`src/rtl/specdrum_i2s_tx.sv`:
```
// ---------------------------------------------------------------------------
// specdrum_i2s_tx
//
// Converts the two 9-bit unsigned channel sums of the Specdrum/Covox/Soundrive
// DAC stage (0..510, midpoint 256) into signed 16-bit PCM and sends them as a
// Philips I2S stream. This block is the I2S master. Every output is a flop in
// the clk domain.
//
// Parameters:
//   BCLK_DIV      clk cycles per BCLK half-period (1..255).
//                 BCLK = clk/(2*BCLK_DIV), fs = clk/(64*BCLK_DIV).
//
// Ports:
//   clk           system clock
//   rst_n         synchronous active-low reset
//   mute          1 = the next latched stereo pair is zero
//   left_in       unsigned left sample
//   right_in      unsigned right sample
//   i2s_bclk      bit clock
//   i2s_lrck      word select (0 = left, 1 = right)
//   i2s_sdata     serial data, MSB first, one BCLK behind LRCK
//   sample_strobe one-clk pulse when a new stereo pair is latched
// ---------------------------------------------------------------------------
module specdrum_i2s_tx #(
  parameter int unsigned BCLK_DIV = 8
) (
  input  logic       clk,
  input  logic       rst_n,
  input  logic       mute,
  input  logic [8:0] left_in,
  input  logic [8:0] right_in,
  output logic       i2s_bclk,
  output logic       i2s_lrck,
  output logic       i2s_sdata,
  output logic       sample_strobe
);

  localparam logic [7:0] DIV_LAST = 8'(BCLK_DIV - 1);

  logic [7:0]  div_cnt_q, div_cnt_d;
  logic [4:0]  bit_cnt_q, bit_cnt_d;
  logic        bclk_q, bclk_d;
  logic        lrck_q, lrck_d;
  logic        sdata_q, sdata_d;
  logic        strobe_q, strobe_d;
  logic [31:0] shreg_q, shreg_d;
  logic [15:0] r_hold_q, r_hold_d;

  logic        tick;
  logic        fall_evt;
  logic [15:0] l16, r16;

  // Flipping the MSB of an offset-binary 9-bit value yields the two's
  // complement of (x - 256); the 7 zero LSBs scale it to full 16-bit range.
  function automatic logic [15:0] to_pcm(input logic [8:0] x, input logic m);
    return m ? 16'h0000 : {x ^ 9'h100, 7'b000_0000};
  endfunction

  assign l16      = to_pcm(left_in, mute);
  assign r16      = to_pcm(right_in, mute);
  assign tick     = (div_cnt_q == DIV_LAST);
  assign fall_evt = tick && bclk_q;

  always_comb begin
    // NOTE: every variable gets a default before any branch, so no path
    // through this block leaves a value unassigned and no latch is inferred.
    div_cnt_d = tick ? 8'd0 : div_cnt_q + 8'd1;
    bit_cnt_d = bit_cnt_q;
    bclk_d    = tick ? ~bclk_q : bclk_q;
    lrck_d    = lrck_q;
    sdata_d   = sdata_q;
    strobe_d  = 1'b0;
    shreg_d   = shreg_q;
    r_hold_d  = r_hold_q;

    if (fall_evt) begin
      bit_cnt_d = bit_cnt_q + 5'd1;
      if (bit_cnt_q == 5'd31) begin
        // Slot 0 still owes the previous right word its LSB, hence r_hold.
        shreg_d  = {r_hold_q[0], l16, r16[15:1]};
        r_hold_d = r16;
        strobe_d = 1'b1;
      end else begin
        shreg_d = shreg_q << 1;
      end
      // Data and word select both follow the new slot, so they change on the
      // same clk edge that drops BCLK.
      sdata_d = shreg_d[31];
      lrck_d  = bit_cnt_d[4];
    end
  end

  // NOTE: state registers use non-blocking assignments so every flop samples
  // the pre-edge values regardless of statement order.
  always_ff @(posedge clk) begin
    if (!rst_n) begin
      div_cnt_q <= 8'd0;
      bit_cnt_q <= 5'd31;
      bclk_q    <= 1'b0;
      lrck_q    <= 1'b1;
      sdata_q   <= 1'b0;
      strobe_q  <= 1'b0;
      shreg_q   <= 32'd0;
      r_hold_q  <= 16'd0;
    end else begin
      div_cnt_q <= div_cnt_d;
      bit_cnt_q <= bit_cnt_d;
      bclk_q    <= bclk_d;
      lrck_q    <= lrck_d;
      sdata_q   <= sdata_d;
      strobe_q  <= strobe_d;
      shreg_q   <= shreg_d;
      r_hold_q  <= r_hold_d;
    end
  end

  assign i2s_bclk      = bclk_q;
  assign i2s_lrck      = lrck_q;
  assign i2s_sdata     = sdata_q;
  assign sample_strobe = strobe_q;

endmodule

```
`config.mk`:
```
export PLATFORM = sky130hd
export DESIGN_NAME = specdrum_i2s_tx
export DESIGN_NICKNAME = d
export VERILOG_FILES = /design/src/rtl/specdrum_i2s_tx.sv
export SDC_FILE = /design/constraint.sdc
export NUM_CORES = 1
export LEC_CHECK = 0
export BUFFER_PORTS_ARGS = -buffer_cell sky130_fd_sc_hd__buf_2
export CAP_MARGIN = 15
export CORE_ASPECT_RATIO = 1.5
export CORE_UTILIZATION = 25
export CTS_CLUSTER_DIAMETER = 200
export DETAILED_ROUTE_END_ITERATION = 7
export SYNTH_ARGS = -nofsm -noshare
export SYNTH_HDL_FRONTEND = slang
export SYNTH_SLANG_ARGS = --single-unit
export TNS_END_PERCENT = 30
```
`constraint.sdc`:
```
create_clock -name clk -period 3.72 [get_ports clk]
set_clock_uncertainty 0.05 [all_clocks]
set_input_delay 0 -clock clk [delete_from_list [all_inputs] [get_ports clk]]
set_output_delay 0 -clock clk [all_outputs]
set_load 0.02 [all_outputs]
```
==> After elaboration in Yosys (flattened, before gate mapping) <==
Cells that the tools add are included.
{ "totals": {"regBits": 49, "input_bits": 21, "out_inout_bits": 4, "elab_cells": 24} }
{ "op_classes": {"addsub": 2, "n_eq_ne": 2, "n_mux": 4, "bitwise": 4, "reduce_logical": 4} }
{ "op_table": {"columns": ["cell", "n"], "rows": [
  ["16-bit two-way mux", 2],
  ["32-bit two-way mux", 1],
  ["8-bit by 1-bit adder with 8-bit output (second input constant)", 1],
  ["8-bit by 3-bit equality test with 1-bit output (second input constant)", 1],
  ["5-bit by 1-bit adder with 5-bit output (second input constant)", 1],
  ["5-bit equality test (second input constant)", 1],
  ["1-bit inverter", 4],
  ["2-bit AND reduction", 2],
  ["2-bit OR reduction", 1],
  ["1-bit logical AND", 1],
  ["1-bit two-way mux", 1]
]} }

==> Depth between registers and ports, before layout <==
{ "logic_depth": {"depth_word": 3, "ltp_mapped": 7, "ltp_nobuf": 6} }

==> Least setup slack after synthesis <==
No wires, ideal clock.
{ "synth_path": {"path_type": "register to register", "start": "register bit_cnt_q[0]", "end": "register shreg_q[10]", "setup_ns": 0.086, "arrival_ns": 1.852, "required_time_ns": 3.584, "slack_ns": 1.732, "path_stages_with_launch": 8, "path_buffers": 1, "synth_period_minus_slack_ns": 1.988, "path_cell_list": "dfxtp_1 > ha_1 > and3_1 > ha_1 > nor2b_1 > clkbuf_1 > a21oi_1 > a211oi_1"} }
{ "synth_via": {"elab_chain_len": 2} }
{ "synth_rtl": {"columns": ["element", "line", "text"], "rows": [
  ["start, declared", "41", "logic [4:0] bit_cnt_q, bit_cnt_d;"],
  ["start signal, assigned", "107", "bit_cnt_q <= bit_cnt_d;"],
  ["5-bit equality test", "78", "if (bit_cnt_q == 5'd31) begin"],
  ["32-bit two-way mux", "78", null],
  ["end signal, assigned", "112", "shreg_q <= shreg_d;"],
  ["end, declared", "46", "logic [31:0] shreg_q, shreg_d;"]
]} }
No other way between the ends.
A chain may end at the register's enable or synchronous reset.

==> Worst setup path after layout <==
{ "layout_path": {"start": "register div_cnt_q[4]", "end": "register shreg_q[6]"} }
{ "layout_via": {"elab_chain_len": 2} }
{ "layout_rtl": {"columns": ["element", "line", "text"], "rows": [
  ["start, declared", "40", "logic [7:0] div_cnt_q, div_cnt_d;"],
  ["start signal, assigned", "106", "div_cnt_q <= div_cnt_d;"],
  ["8-bit by 3-bit equality test with 1-bit output", "61", "assign tick = (div_cnt_q == DIV_LAST);"],
  ["1-bit logical AND", "62", "assign fall_evt = tick && bclk_q;"]
]} }
No other way between the ends.

==> summary.md <==
| Metric | Value |
|---|---|
| Status | completed |
| Max_cap viols | 0 |
| Synth Cell Area | 0.00184 sq mm |
| Wire length on met3 | 141 um |
| I/O pin cnt | 25 |
| Initial DRT Pass Iterations | 4 |
| Fmax | 0.391 GHz |
| Post-synthesis cell type count | 32 |
| PD cells | 370 mW/mm^2 |
| Die width | 72.1 um |
| Post-layout net count | 273 |
| Layout cells sized above 1 | between 10% and 20% |
| Total core area | slightly above 0.007 sq mm |
| Tightest Hold Check Type | input port to register |
| Post-CTS sizing | 0 |
| Wirelength per Cell | 12.2 um |
| Synth Register Bits | 41 |
| Setup repair after global routing missed its margin | no |
| Clk_lat worst skew | 300 ps |
| Slew headroom | 29.7% |
| Final Instance Area | ~0.0024 sq mm |
| Met1 Wirelength | 1.99 mm |
| Tcrit/Tclk final | 68.8% |
| H-Tree Depth | 2 |
| Synth top area share | between 40 and 50% |
| Share of the yosys chip area belonging to registers | 44.6% |
| CTS tree | done |
| Largest area contributor in the netlist | dfxtp_1 |
| Syn nets | ~240 |
| Tot Pwr | between 0.0008 and 0.0009 W |
| Worst Hold Slack | 32.6 ps |
| Routed Wire Length | 4.25 mm |
| Synth Instances | 212 |
| Slew Limit Fails | 0 |
| CP max FO | 17 |
| Area Growth Syn to Fin | 28.1% |
| Average size of a mapped cell | 8.69 sq um |
| Initial antenna violation count | 0 |
| Fin Setup TNS | 0 ps |
| YS warnings | 0 |
| DP Cell Count | 323 |
| Global-route wire length before repair | 6.93 mm |
| Worst R2R Start | div_cnt_q[4] |
| Most frequent cells in the layout | 45 x a21oi_1, 41 x dfxtp_1, 24 x buf_2 |
| Final hold vios | 0 |
| N_diodes | 0 |
| Clock transition at the registers of the reported paths | ~80 ps |
| Residual DRC count | 0 |
| Num rows | 38 |
| Uppermost layer routed | met4 |
| CP Launch Point | div_cnt_q[4] |
| Worst Min Path Start | right_in[8] |
| Total global routing overflow | 0 |
| Vias after detailed routing | 1,655 |
| Pleak | 0.781 nW |
| Initial core utilization | 25.7% |
| Tmin final | 2560 ps |
| Largest cells by area after synthesis | dfxtp_1 45%, a21oi_1 12%, a211oi_1 6.9% |
| Metal2 WL | 2.05 mm |
| Vias in the first global route | around 1,500 |
| CTS root buf | clkbuf_8 |
| Post-DP Area | 0.00206 sq mm |
| Final GP Congestion | 0.747 |
| Largest net degree at the start of global routing | 32 |
| Crit end category | register |
| Worst vdd ir | 0.126 mV |
| Port Buffers | 24 |
| Final setup vio count | 0 |
| Vias/cell | 4.74 |
| CP startpoint kind | register |
| HPWL after DPL | around 2.6 mm |
| Die Ht | 107 um |
| Post-route ant nets | 0 |
| Worst-case clock buffer depth | 2 |
| Total Routing Usage GR | 11.2% |
| Layout fillers | 758 |
| Measured slew at the worst slew-check pin | 1050 ps |
| Initial drt markers | 129 |
| CP required | ~3900 ps |
| Non-filler cells in the finished layout | 349 |
| Worst setup path class | register to register |
| CTS buffer count | 5 |
| CP Data Arrival Time | 2730 ps |
| Commonest non-fill, non-tap cell in the layout | a21oi_1 |
| Die area | 0.00772 sq mm |
| Clk sinks | 41 |
## flip-flops by register name, indices dropped and copies added (netlist names)
signal	flops
shreg_q	25
div_cnt_q	8
bit_cnt_q	5
i2s_bclk	1
i2s_sdata	1
sample_strobe	1
## timing repair
item	CTS	global route
hold buffers	18	0
endpoints found under the hold margin	21	0
buffers inserted	0	0
## where the power goes
| group | internal [W] | switching, W | leakage (nW) |
|---|---|---|---|
| registers | 0.000441 | 0.00000256 | 0.331 |
| clock network | 0.000219 | 0.000157 | 0.0585 |
| logic | 0.0000277 | 0.0000246 | 0.391 |
## through the flow
stage                     utilization, %  worst slack (ps)
after floorplan                        -              1730
after global placement              28.7              1240
after detailed placement            28.7              1200
after CTS                           32.9              1170
after global routing                32.9               913
final                               32.9              1160
## layer usage
| metal | vias to the layer above | track usage, % |
|---|---|---|
| li1 | 854 | - |
| met2 | 39 | 17.8 |
| met3 | 7 | 2.35 |
| met1 | 755 | 14.6 |
| met5 | - | 0 |
| met4 | 0 | 4.34 |
## cell usage after synthesis
| cell type | n |
|---|---|
| a21oi_1 | 45 |
| dfxtp_1 | 41 |
| a211oi_1 | 17 |
| o21ai_0 | 17 |
| nor2b_1 | 16 |
| clkbuf_1 | 11 |
| nand3_1 | 10 |
| nand4b_1 | 8 |
| nor2_1 | 7 |
| or3_1 | 6 |
| ha_1 | 4 |
| buf_2 | 3 |
| nand2_1 | 3 |
| and3_1 | 2 |
| inv_1 | 2 |
| mux2i_1 | 2 |
| or4_1 | 2 |
| xor2_1 | 2 |
| a31oi_1 | 1 |
| and4_1 | 1 |
| buf_1 | 1 |
| buf_6 | 1 |
| clkbuf_2 | 1 |
| nand4_1 | 1 |
| nand4bb_1 | 1 |
| nor2_2 | 1 |
| nor4b_1 | 1 |
| nor4bb_1 | 1 |
| o21ai_1 | 1 |
| o31ai_1 | 1 |
| or4b_1 | 1 |
| xnor2_1 | 1 |
## critical path: stages, from the launching register on
cell and delay, ps:
dfxtp_1 380, or4b_1 810, or4_1 550, dlygate4sd3_1 570, a21oi_1 130
## kinds of logic (layout without fill, tap and decap cells)
group                    count (synthesis)  after routing  share of synthesized area [%]
AND/OR/NAND/NOR                         61             61                           20.9
buffers and inverters                   19             56                           4.55
AO/OA/AOI/OAI                           82             82                           24.8
flip-flops                              41             41                           44.6
multiplexers                             2              2                           1.09
adder cells (fa/ha/maj)                  4              4                           2.72
XOR/XNOR                                 3              3                           1.43
## layout make-up
class,instances,area [sq um],share of cell area (%)
well taps,100,125,5.31
flip-flops and latches,41,821,34.8
multi-input cells,152,958,40.6
clock buffers,7,86.3,3.66
clock inverters,1,30.0,1.27
repair buffers,46,330,14.0
inverters,2,7.51,0.318
## worst paths after layout
| check | to | slack [ps] | cells after the start |
|---|---|---|---|
| setup / recovery | shreg_q[6] | 1160 | 4 |
| hold / removal | shreg_q[14] | 30 | 4 |
| setup reg to reg | shreg_q[6] | 1160 | 4 |
| hold reg to reg | div_cnt_q[0] | 410 | 1 |
(Power assumes the default switching activity.)
